`src/rtl/e203_itcm_sram_ctrl_if.sv`:
```
// ICB-style command/response bundle between the ITCM arbiter and the SRAM
// controller.
//   cmd_*  : request channel. valid/ready handshake; read flag, byte address,
//            write data and byte mask.
//   rsp_*  : response channel. valid/ready handshake; read data and error flag.
// master = arbiter side (drives cmd, consumes rsp); slave = controller side.
interface e203_itcm_sram_ctrl_if #(
  parameter int DW = 64,
  parameter int MW = 8
);
  logic          cmd_valid;
  logic          cmd_ready;
  logic          cmd_read;
  logic [31:0]   cmd_addr;
  logic [DW-1:0] cmd_wdata;
  logic [MW-1:0] cmd_wmask;
  logic          rsp_valid;
  logic          rsp_ready;
  logic [DW-1:0] rsp_rdata;
  logic          rsp_err;

  modport master (
    output cmd_valid, cmd_read, cmd_addr, cmd_wdata, cmd_wmask, rsp_ready,
    input  cmd_ready, rsp_valid, rsp_rdata, rsp_err
  );

  modport slave (
    input  cmd_valid, cmd_read, cmd_addr, cmd_wdata, cmd_wmask, rsp_ready,
    output cmd_ready, rsp_valid, rsp_rdata, rsp_err
  );
endinterface

```
`src/rtl/e203_itcm_sram_ctrl.sv`:
```
// ITCM SRAM controller: turns ICB commands into raw SRAM cycles (1-cycle
// read latency), returns responses through a one-entry hold buffer so that
// response back-pressure never drops RAM output, flags out-of-range
// addresses, and puts the RAM into light sleep after LS_IDLE idle cycles.
// Ports:
//   clk, rst_n     : clock, asynchronous active-low reset
//   icb            : command/response handshake (slave side)
//   ram_cs/we/addr/wem/din : RAM request, combinational from the accepted cmd
//   ram_dout       : RAM read data, valid the cycle after a read cs
//   ram_sd/ds      : shutdown / deep sleep, tied off
//   ram_ls         : light sleep
module e203_itcm_sram_ctrl #(
  parameter int DW      = 64,
  parameter int MW      = 8,
  parameter int AW      = 13,
  parameter int OFS     = 3,
  parameter int LS_IDLE = 16
) (
  input  logic                   clk,
  input  logic                   rst_n,
  e203_itcm_sram_ctrl_if.slave   icb,
  output logic                   ram_cs,
  output logic                   ram_we,
  output logic [AW-1:0]          ram_addr,
  output logic [MW-1:0]          ram_wem,
  output logic [DW-1:0]          ram_din,
  input  logic [DW-1:0]          ram_dout,
  output logic                   ram_sd,
  output logic                   ram_ds,
  output logic                   ram_ls
);
  localparam logic [7:0] LS_MAX = 8'(LS_IDLE);

  logic          err_c, issue, idle;
  logic          pend, p_read, p_err;
  logic          hld_vld, hld_err;
  logic [DW-1:0] hld_data, rsp_data;
  logic          ls;
  logic [7:0]    idle_cnt, idle_cnt_nxt;
  logic          unused_ofs;

  // Byte offset within a word is don't-care; the mask selects bytes.
  assign unused_ofs = ^icb.cmd_addr[OFS-1:0];

  assign err_c         = |icb.cmd_addr[31:AW+OFS];
  // Hold buffer full or a stalled pending response blocks new commands, so
  // pend and hold can never both be occupied.
  assign icb.cmd_ready = !ls && !hld_vld && (!pend || icb.rsp_ready);
  assign issue         = icb.cmd_valid && icb.cmd_ready;

  assign ram_cs   = issue && !err_c;
  assign ram_we   = ram_cs && !icb.cmd_read;
  assign ram_addr = icb.cmd_addr[AW+OFS-1:OFS];
  assign ram_wem  = icb.cmd_wmask;
  assign ram_din  = icb.cmd_wdata;
  assign ram_sd   = 1'b0;
  assign ram_ds   = 1'b0;
  assign ram_ls   = ls;

  always_comb begin
    rsp_data = '0;
    if (hld_vld)                     rsp_data = hld_data;
    else if (pend && p_read && !p_err) rsp_data = ram_dout;
  end

  assign icb.rsp_valid = pend || hld_vld;
  assign icb.rsp_rdata = rsp_data;
  assign icb.rsp_err   = hld_vld ? hld_err : (pend && p_err);

  // pend lives exactly one cycle: it is either consumed or moved to hold.
  always_ff @(posedge clk or negedge rst_n) begin
    if (!rst_n) begin
      pend   <= 1'b0;
      p_read <= 1'b0;
      p_err  <= 1'b0;
    end else begin
      pend <= issue;
      if (issue) begin
        p_read <= icb.cmd_read;
        p_err  <= err_c;
      end
    end
  end

  // RAM output is only valid for one cycle, so a stalled response is
  // captured here before ram_dout moves on.
  always_ff @(posedge clk or negedge rst_n) begin
    if (!rst_n) begin
      hld_vld  <= 1'b0;
      hld_err  <= 1'b0;
      hld_data <= '0;
    end else if (pend && !icb.rsp_ready) begin
      hld_vld  <= 1'b1;
      hld_data <= rsp_data;
      hld_err  <= p_err;
    end else if (hld_vld && icb.rsp_ready) begin
      hld_vld  <= 1'b0;
    end
  end

  // Light sleep: set on the edge where the idle count reaches LS_IDLE, held
  // until a command shows up; the wake cycle itself cannot accept.
  assign idle         = !icb.cmd_valid && !pend && !hld_vld;
  assign idle_cnt_nxt = !idle                ? 8'd0     :
                        (idle_cnt == LS_MAX) ? idle_cnt : idle_cnt + 8'd1;

  always_ff @(posedge clk or negedge rst_n) begin
    if (!rst_n) begin
      idle_cnt <= 8'd0;
      ls       <= 1'b0;
    end else begin
      idle_cnt <= idle_cnt_nxt;
      ls       <= ls ? !icb.cmd_valid : (idle_cnt_nxt == LS_MAX);
    end
  end
endmodule
```
`src/flat_wrapper.sv`:
```
// flat-port wrapper written by rule: the top's interface ports become plain ports
module e203_itcm_sram_ctrl_flat 
#(
  parameter int DW      = 64,
  parameter int MW      = 8,
  parameter int AW      = 13,
  parameter int OFS     = 3,
  parameter int LS_IDLE = 16
)
  (clk, rst_n, ram_cs, ram_we, ram_addr, ram_wem, ram_din, ram_dout, ram_sd, ram_ds, ram_ls, icb_cmd_valid, icb_cmd_read, icb_cmd_addr, icb_cmd_wdata, icb_cmd_wmask, icb_rsp_ready, icb_cmd_ready, icb_rsp_valid, icb_rsp_rdata, icb_rsp_err);
  e203_itcm_sram_ctrl_if #(.DW(DW), .MW(MW)) icb_i ();
  input  logic clk;
  input  logic rst_n;
  output logic ram_cs;
  output logic ram_we;
  output logic [AW-1:0] ram_addr;
  output logic [MW-1:0] ram_wem;
  output logic [DW-1:0] ram_din;
  input  logic [DW-1:0] ram_dout;
  output logic ram_sd;
  output logic ram_ds;
  output logic ram_ls;
  input wire logic [$bits(icb_i.cmd_valid)-1:0] icb_cmd_valid;
  input wire logic [$bits(icb_i.cmd_read)-1:0] icb_cmd_read;
  input wire logic [$bits(icb_i.cmd_addr)-1:0] icb_cmd_addr;
  input wire logic [$bits(icb_i.cmd_wdata)-1:0] icb_cmd_wdata;
  input wire logic [$bits(icb_i.cmd_wmask)-1:0] icb_cmd_wmask;
  input wire logic [$bits(icb_i.rsp_ready)-1:0] icb_rsp_ready;
  output wire logic [$bits(icb_i.cmd_ready)-1:0] icb_cmd_ready;
  output wire logic [$bits(icb_i.rsp_valid)-1:0] icb_rsp_valid;
  output wire logic [$bits(icb_i.rsp_rdata)-1:0] icb_rsp_rdata;
  output wire logic [$bits(icb_i.rsp_err)-1:0] icb_rsp_err;
  assign icb_i.cmd_valid = icb_cmd_valid;
  assign icb_i.cmd_read = icb_cmd_read;
  assign icb_i.cmd_addr = icb_cmd_addr;
  assign icb_i.cmd_wdata = icb_cmd_wdata;
  assign icb_i.cmd_wmask = icb_cmd_wmask;
  assign icb_i.rsp_ready = icb_rsp_ready;
  assign icb_cmd_ready = icb_i.cmd_ready;
  assign icb_rsp_valid = icb_i.rsp_valid;
  assign icb_rsp_rdata = icb_i.rsp_rdata;
  assign icb_rsp_err = icb_i.rsp_err;
  e203_itcm_sram_ctrl #(.DW(DW), .MW(MW), .AW(AW), .OFS(OFS), .LS_IDLE(LS_IDLE)) u_core (.clk(clk), .rst_n(rst_n), .icb(icb_i), .ram_cs(ram_cs), .ram_we(ram_we), .ram_addr(ram_addr), .ram_wem(ram_wem), .ram_din(ram_din), .ram_dout(ram_dout), .ram_sd(ram_sd), .ram_ds(ram_ds), .ram_ls(ram_ls));
endmodule
```
`config.mk`:
```
export PLATFORM = sky130hd
export DESIGN_NAME = e203_itcm_sram_ctrl_flat
export DESIGN_NICKNAME = d
export VERILOG_FILES = /design/src/rtl/e203_itcm_sram_ctrl_if.sv /design/src/rtl/e203_itcm_sram_ctrl.sv /design/src/flat_wrapper.sv
export SDC_FILE = /design/constraint.sdc
export NUM_CORES = 1
export LEC_CHECK = 0
export CAP_MARGIN = 10
export CORE_AREA = 2 2 136 138
export CTS_CLUSTER_DIAMETER = 120
export DETAILED_ROUTE_END_ITERATION = 10
export DIE_AREA = 0 0 138 140
export SYNTH_ARGS = -nofsm -noshare
export SYNTH_HDL_FRONTEND = slang
export SYNTH_SLANG_ARGS = --single-unit
```
`constraint.sdc`:
```
create_clock -name clk -period 2.5 [get_ports clk]
set_input_delay 0.625 -clock clk [delete_from_list [all_inputs] [get_ports clk]]
set_output_delay 0.625 -clock clk [all_outputs]
set_load 0.03 [all_outputs]
```
* Word-level counts from Yosys, hierarchy flattened
Cells that the tools add are included.
** Cells by class
- $add $sub $neg :: 1
- Equal/unequal tests :: 2
- Muxes and demuxes :: 8
- Reductions and logical operators :: 24
** Operators with widths (count)
- $mux W64 :: 2
- $eq A8 B5 Y1 const B :: 2
- $mux W8 :: 2
- $reduce_or A16 Y1 :: 1
- $logic_and A1 B1 Y1 :: 12
- $add A8 B1 Y8 const B :: 1
- $logic_not A1 Y1 :: 8
- $mux W1 :: 4
- $logic_or A1 B1 Y1 :: 2
- $reduce_bool A2 Y1 :: 1
** Word-level totals
- Bits in registers :: 78
- Output and inout bits :: 157
- Logic and storage cells :: 43

* Depth between registers and ports, before layout
Gate-level depths: netlist of the first run.
- Depth in word-level cells :: 6
- Mapped depth :: 6
- Mapped depth without buffers :: 6

* Worst setup path before layout of the first run
No wires, ideal clock.
- Path kind :: input to output
- Start point :: in icb_rsp_ready
- End point :: out ram_we
- Arrival time :: 2.567 ns
- Required time :: 1.875 ns
- Setup slack :: -0.692 ns
- Stages :: 4
- Cell sequence :: nand2b_1 nor3b_1 nand2_1 nor3_1
** On the way
- Cells in the longest elaborated chain, start to end :: 5
** RTL lines
- start, declared :: RTL line flat_wrapper.sv:28 : input wire logic [$bits(icb_i.rsp_ready)-1:0] icb_rsp_ready;
- $logic_or A1 B1 Y1 :: RTL line e203_itcm_sram_ctrl.sv:48 : assign icb.cmd_ready = !ls && !hld_vld && (!pend || icb.rsp_ready);
- $logic_and A1 B1 Y1 :: RTL line e203_itcm_sram_ctrl.sv:48
- net icb_cmd_ready :: RTL line flat_wrapper.sv:29 : output wire logic [$bits(icb_i.cmd_ready)-1:0] icb_cmd_ready;
- $logic_and A1 B1 Y1 :: RTL line e203_itcm_sram_ctrl.sv:49 : assign issue = icb.cmd_valid && icb.cmd_ready;
- $logic_and A1 B1 Y1 :: RTL line e203_itcm_sram_ctrl.sv:51 : assign ram_cs = issue && !err_c;
- $logic_and A1 B1 Y1 :: RTL line e203_itcm_sram_ctrl.sv:52 : assign ram_we = ram_cs && !icb.cmd_read;
- end, declared :: RTL line flat_wrapper.sv:15 : output logic ram_we;
The timed path passes the listed nets, and every way through them passes these cells.

* Worst setup path in the final report of the first run
- Start point :: reg u_core.hld_vld
- End point :: out icb_rsp_rdata[23]
** On the way
- Cells in the longest elaborated chain, start to end :: 1
** RTL lines
- start, declared :: RTL line e203_itcm_sram_ctrl.sv:36 : logic hld_vld, hld_err;
- start signal, assigned :: RTL line e203_itcm_sram_ctrl.sv:89 : hld_vld <= 1'b0;
- start signal, assigned :: RTL line e203_itcm_sram_ctrl.sv:93 : hld_vld <= 1'b1;
- start signal, assigned :: RTL line e203_itcm_sram_ctrl.sv:97 : hld_vld <= 1'b0;
- $mux W64 :: RTL line e203_itcm_sram_ctrl.sv:62 : if (hld_vld) rsp_data = hld_data;
- end, declared :: RTL line flat_wrapper.sv:31 : output wire logic [$bits(icb_i.rsp_rdata)-1:0] icb_rsp_rdata;
No other way between the ends.

==> key figures, run 1 <==
Drt
  – Avg WL per Cell: 18.0 um
  – Detailed Routing Iterations Pass 1: 4
  – DRC: 0
  – Final wirelength: approximately 13,000 um
  – Iter 0 DRT Violations: 91
  – Via density: 4.72
  – Via count: approximately 3,300
  – Routed Antenna Nets: 0

Global route
  – Vias in the first global route: about 3,600
  – First-pass GRT wire length: between 15,000 and 20,000 um
  – Total gr overflow: 0
  – GRT Resource Usage Total: between 10 and 15%
  – Initial antenna violation count: 0
  – Pin count of the biggest net entering global routing: between 60 and 70

Floorplan
  – Top Ports: 330
  – Initial core utilization: between 20% and 30%
  – Die H: between 100 and 150 um
  – Row cnt: 49
  – Core Region: 0.0178 sq mm
  – Die Footprint: between 0.015 and 0.02 sq mm
  – Die width: 138 um

Setup path
  – Worst Reg-to-Reg Cells: 15
  – Crit path launch type: register
  – RR Endpoint: u_core.p_err$_DFFE_PN0P_
  – WP data required: between 1.5 and 2 ns
  – Worst Setup SP: u_core.hld_vld$_DFFE_PN0P_
  – Worst r2r src: u_core.hld_vld$_DFFE_PN0P_
  – R2R setup slack: 0.08 ns
  – Crit path capture type: output pin
  – Worst setup path endpoint: icb_rsp_rdata[23]
  – WS Path Type: reg2out
  – CP Max Fanout: 13
  – Data arrival time of the critical path: 1.84 ns

Yosys
  – Ys async rst share: 100%
  – #FFs+latches synth: 78
  – Synth cell types: 37
  – Mapped cell area: 0.00442 sq mm
  – Ys flop type: dfrtp_1
  – Mapped Cells: between 300 and 400
  – Post-synth EDFFs: 0
  – Ys Warns: 0
  – Synth Area per Inst: between 10 and 15 sq um
  – Seq/Total Area, Yosys: between 40% and 50%

STA
  – Clock skew: 0.00700 ns
  – Final period utilization: between 90% and 100%
  – Final min period: roughly 2.5 ns
  – RSZ-0062 raised after global routing: true
  – Slew Limit Fails: 0
  – Worst-Margin Slew: slightly above 0.9 ns
  – WHS: ~0.21 ns
  – Slew margin rel.: between 30% and 40%
  – Max Freq: between 400 and 500 MHz
  – Final hold violations: 0
  – Final setup violating endpoints: 0
  – Final setup margin: between 0.03 and 0.04 ns

Placed design
  – DP HPWL: between 8000 and 9000 um
  – Post-DP Area: approximately 0.0055 sq mm
  – GP Congestion: between 0.7 and 0.8
  – Placed cells: 668
  – IO buf count: 154
  – Worst slack, placed: -0.352 ns

Final layout
  – Layout cells sized above 1: around 44%
  – Layout area overhead: 44.0%
  – Nets: 649
  – Most frequent cells in the layout: 76 x dfrtp_1, 69 x clkdlybuf4s50_1, 65 x mux2_2, 57 x a22o_1, 50 x buf_6
  – Commonest non-fill, non-tap cell in the layout: dfrtp_1
  – Ant. Diodes: 0
  – Post-Layout Inst Area: around 0.0064 sq mm
  – Post-Route Utilization: a little over a third
  – Cell Count, Final, Fillers Out: 708

Clocking
  – CTS sink cnt: 78
  – Clock Tree Root: clkbuf_16
  – Clk slew on worst S/H paths: roughly 0.06 ns
  – CTS tree: yes
  – Clock Path Buffers: 2
  – Hold buffer count at cts: 0
  – Clk Latency, worst-skew pair: 0.34 ns
  – CTS buffer count: 9
  – H-tree depth: 3

Power and ir drop
  – Leakage power: a little over 3 nW
  – Worst VDD drop: 260 uV
  – PD cells: 500 mW/mm^2

Min path
  – Hold Path Class: in2async

Run
  – MaxCap Viol Count: 0

Outcome
  – Status: finished, final reports clean
-- worst max-delay path, cell delays in order, from the launching register on --
cell and delay (ns):
dfrtp_2 0.46, nor4bb_4 0.33, buf_4 0.19, clkbuf_16 0.18, a22o_1 0.19, buf_6 0.15
-- how the worst min path moves through the flow --
stage	start	endpoint	slack, ns	depth (start not counted)
floorplan	rst_n	u_core.hld_data[0]$_DFFE_PN0P_	0.33	0
global route	rst_n	u_core.hld_data[32]$_DFFE_PN0P_	0.22	1
detailed placement	u_core.hld_err$_DFFE_PN0P_	u_core.hld_err$_DFFE_PN0P_	0.48	2
CTS	rst_n	u_core.hld_data[27]$_DFFE_PN0P_	0.21	1
finish	rst_n	u_core.hld_data[32]$_DFFE_PN0P_	0.21	1
global placement	u_core.hld_err$_DFFE_PN0P_	u_core.hld_err$_DFFE_PN0P_	0.46	2
-- metal layers --
layer | vias to the layer above | track usage, % | routed length [um] | share of wire (%)
met5 | - | 0 | 0 | 0
met4 | 0 | 6.07 | 331 | 2.6
met3 | 42 | 5.64 | 1210 | 9.5
met2 | 167 | 19.6 | 6120 | 48
met1 | 1662 | 14.4 | 5100 | 40
li1 | 1471 | - | - | -
-- metrics by stage --
step                      power [mW]  setup TNS (ns)
after floorplan                 1.69          -0.137
after global routing            3.33           -1.76
after CTS                       3.24          -0.611
after global placement          1.66           -2.68
after detailed placement        1.66           -3.35
final                           3.18               0
-- Yosys cell counts (3+ instances only) --
cell,n,area [sq um]
a22o_1,64,561
buf_1,5,18.8
buf_4,87,653
clkbuf_1,17,63.8
dfrtp_1,78,1950
inv_1,6,22.5
mux2_2,65,732
nand2_1,5,18.8
nand3_1,5,25.0
nor2_1,10,37.5
nor4_1,4,25.0
o21ai_0,3,15.0
xnor2_1,3,26.3
xor2_1,5,43.8
-- flip-flops by register name, summed over array words and instances, names as in the netlist --
register	cells
u_core.hld_data	64
u_core.hld_err	1
u_core.hld_vld	1
u_core.idle_cnt	8
u_core.p_err	1
u_core.p_read	1
u_core.pend	1
u_core.ram_ls	1
-- kinds of logic after synthesis --
logic type	synth area share (%)
buffers and inverters	17.3
flip-flops	44.2
AO/OA/AOI/OAI	14.1
multiplexers	16.8
AND/OR/NAND/NOR	5.41
XOR/XNOR	1.59
adder cells (fa/ha/maj)	0.566
other	0.0849
-- layout make-up --
class                   instances  area (sq um)
fillers                      1758         11400
flip-flops and latches         78          1950
repair buffers                189          1910
multi-input cells             190          1840
well taps                     229           287
clock buffers                  10           239
clock inverters                 6           109
inverters                       6          22.5
-- timing repair --
action	4_1_cts	5_1_grt
hold endpoints to repair	0	0
buffers inserted	13	7
pin swaps	16	16
gates cloned	1	3
endpoints found under the setup margin	55	65
resized for setup	54	39
-- report_power, final --
group	switching, mW	internal, mW
registers	0.0158	1.28
logic	0.168	0.191
clock network	0.527	1.00
No activity file was read; power rests on OpenSTA's default activity.
==> run 2: changes to the inputs <==
- clock period: 2.5 -> 2.6 ns (I/O delays scaled with it)
==> key figures, run 2 (same netlist as run 1, synthesis figures left out) <==
Drt
  – Final wirelength: 12,300 um (was 12,800 um)
  – DRC: 0 (unchanged)
  – Via count: 3,259 (was 3,342)
  – Routed Antenna Nets: 0 (unchanged)
  – Via density: 4.64 (was 4.72)
  – Detailed Routing Iterations Pass 1: 4 (unchanged)
  – Iter 0 DRT Violations: 73 (was 91)
  – Avg WL per Cell: 17.5 um (was 18.0 um)

Placed design
  – IO buf count: 154 (unchanged)
  – DP HPWL: 8370 um (was 8410 um)
  – Placed cells: 669 (was 668)
  – Post-DP Area: 0.00552 sq mm (about the same)
  – GP Congestion: 0.746 (was 0.795)

Run
  – MaxCap Viol Count: 0 (unchanged)

STA
  – RSZ-0062 raised after global routing: true (unchanged)
  – Slew margin rel.: 38.2% (was 39.6%)
  – Slew Limit Fails: 0 (unchanged)
  – Final period utilization: between 90% and 100%
  – Worst-Margin Slew: 0.928 ns (was 0.906 ns)
  – Final setup violating endpoints: 0 (unchanged)
  – Max Freq: about 390 MHz
  – Final hold violations: 0 (unchanged)
  – Clock skew: 0.00463 ns (was 0.00700 ns)
  – Final min period: 2.53 ns

Final layout
  – Layout area overhead: 36.9% (was 44.0%)
  – Largest registers: u_core.hld_data x64, u_core.idle_cnt x8 (unchanged)
  – Most frequent cells in the layout: 84 x buf_4, 76 x dfrtp_1, 68 x clkdlybuf4s50_1, 65 x mux2_2, 63 x a22o_1 (was 76 x dfrtp_1, 69 x clkdlybuf4s50_1, 65 x mux2_2, 57 x a22o_1, 50 x buf_6)
  – Post-Layout Inst Area: 0.00604 sq mm (was 0.00636 sq mm)
  – Top reg by flops: u_core.hld_data (unchanged)
  – Ant. Diodes: 0 (unchanged)
  – Commonest non-fill, non-tap cell in the layout: buf_4 (was dfrtp_1)
  – Nets: 644 (was 649)
  – Cell Count, Final, Fillers Out: 703 (was 708)
  – Max reg flops: 64 (unchanged)
  – Layout cells sized above 1: 42.0% (was 44.3%)

Floorplan
  – Die width: 138 um (unchanged)
  – Die H: 140 um (unchanged)
  – Row cnt: 49 (unchanged)
  – Die Footprint: 0.0193 sq mm (unchanged)
  – Core Region: 0.0178 sq mm (unchanged)
  – Initial core utilization: 24.8% (unchanged)
  – Top Ports: 330 (unchanged)

Clocking
  – Clock Path Buffers: 2 (unchanged)
  – CTS tree: yes (unchanged)
  – Clock Tree Root: clkbuf_16 (unchanged)
  – H-tree depth: 3 (unchanged)
  – Clk slew on worst S/H paths: 0.06 ns (about the same)
  – Clk Latency, worst-skew pair: 0.34 ns (about the same)
  – Hold buffer count at cts: 0 (unchanged)
  – CTS sink cnt: 78 (unchanged)
  – CTS buffer count: 9 (unchanged)

Setup path
  – Cell Chain, Critical Path: buf_4 > or2_2 > clkdlybuf4s50_1 (was nor4bb_4 > buf_4 > clkbuf_16 > a22o_1 > buf_6)
  – Crit path capture type: output pin (unchanged)
  – Slowest-stage cell, CP: clkdlybuf4s50_1 (was dfrtp_2)
  – Buf/Inv on CP: 2 (was 3)
  – CP Max Fanout: 5 (was 13)
  – Family with the most delay on the worst path: buffers and inverters (unchanged)
  – Crit path launch type: register (unchanged)
  – WP data required: 1.95 ns (was 1.88 ns)
  – WS Path Type: reg2out (unchanged)
  – Crit-path max cell delay: 0.60 ns (was 0.46 ns)
  – Data arrival time of the critical path: 1.88 ns (was 1.84 ns)

Outcome
  – Status: finished, final reports clean (unchanged)

Power and ir drop
  – Worst VDD drop: 322 uV (was 260 uV)
  – PD cells: 465 mW/mm^2 (was 500 mW/mm^2)
  – Leakage power: 2.92 nW (was 3.04 nW)

Global route
  – Total gr overflow: 0 (unchanged)
  – Vias in the first global route: 3,500 (was 3,554)
  – Pin count of the biggest net entering global routing: 67 (unchanged)
  – Initial antenna violation count: 0 (unchanged)
  – GRT Resource Usage Total: 12.2% (was 12.4%)
  – First-pass GRT wire length: 18,600 um (was 18,900 um)

Min path
  – Hold Path Class: in2async (unchanged)
==> run 2: changes by cell type in the layout (fill, tap and decap cells not counted), moves of 2 or more <==
| cell | change |
|---|---|
| a22o_1 | +6 |
| dlygate4sd2_1 | -3 |
| buf_6 | -44 |
| clkbuf_1 | +3 |
| buf_4 | +40 |
| bufinv_16 | -2 |
| dlymetal6s2s_1 | +3 |
| a22o_4 | -6 |
==> run 2: what timing repair did <==
item | CTS | global route
pin swaps | 9 | 8
buffers inserted | 11 | 4
gates resized for setup | 30 | 16
endpoints found under the setup margin | 13 | 65
cloned | 1 | 2
==> run 2: path summary, 6_finish.rpt <==
path	startpoint	end	slack [ns]	cells after the start
setup / recovery	u_core.hld_vld$_DFFE_PN0P_	icb_rsp_valid	0.07	3
hold / removal	rst_n	u_core.hld_data[32]$_DFFE_PN0P_	0.18	1
setup reg to reg	u_core.hld_vld$_DFFE_PN0P_	u_core.p_err$_DFFE_PN0P_	0.12	16
hold reg to reg	u_core.hld_err$_DFFE_PN0P_	u_core.hld_err$_DFFE_PN0P_	0.50	2
max in group asynchronous	rst_n	u_core.hld_vld$_DFFE_PN0P_	1.84	2
min in group clk	u_core.hld_err$_DFFE_PN0P_	u_core.hld_err$_DFFE_PN0P_	0.50	2
==> run 2: final cells by class <==
type	instances	area, sq um
Fill cell	1762	11700
Clock inverter	4	47.5
Multi-Input combinational cell	190	1790
Tap cell	229	287
Inverter	6	22.5
Timing Repair Buffer	184	1700
Clock buffer	12	236
Sequential cell	78	1950
==> run 2: per-layer routing <==
| layer | up-vias | track usage (%) | share of wire [%] |
|---|---|---|---|
| met1 | 1609 | 14.3 | 41 |
| met4 | 0 | 5.69 | 2.8 |
| met5 | - | 0 | 0 |
| met3 | 45 | 5.61 | 9.3 |
| li1 | 1459 | - | - |
| met2 | 146 | 19.2 | 47 |
==> run 2: report_power, final <==
part	total [mW]	leakage [nW]	switching (mW)	internal, mW
Clock	1.23	0.137	0.489	0.741
Combinational	0.341	1.71	0.157	0.184
Sequential	1.24	1.07	0.0155	1.23
==> run 2: through the flow <==
stage	hold WS [ns]	power, mW	setup WS (ns)	utilization (%)	setup TNS [ns]
2_1_floorplan	0.354	1.62	-0.0272	-	-0.0369
4_1_cts	0.174	2.86	0.00694	33.4	0
3_5_place_dp	0.495	1.60	-0.369	31.1	-0.674
5_1_grt	0.183	2.95	-0.0171	34.0	-0.0953
3_3_place_gp	0.466	1.60	-0.326	31.1	-0.619
6_report	0.179	2.81	0.0655	34.0	0
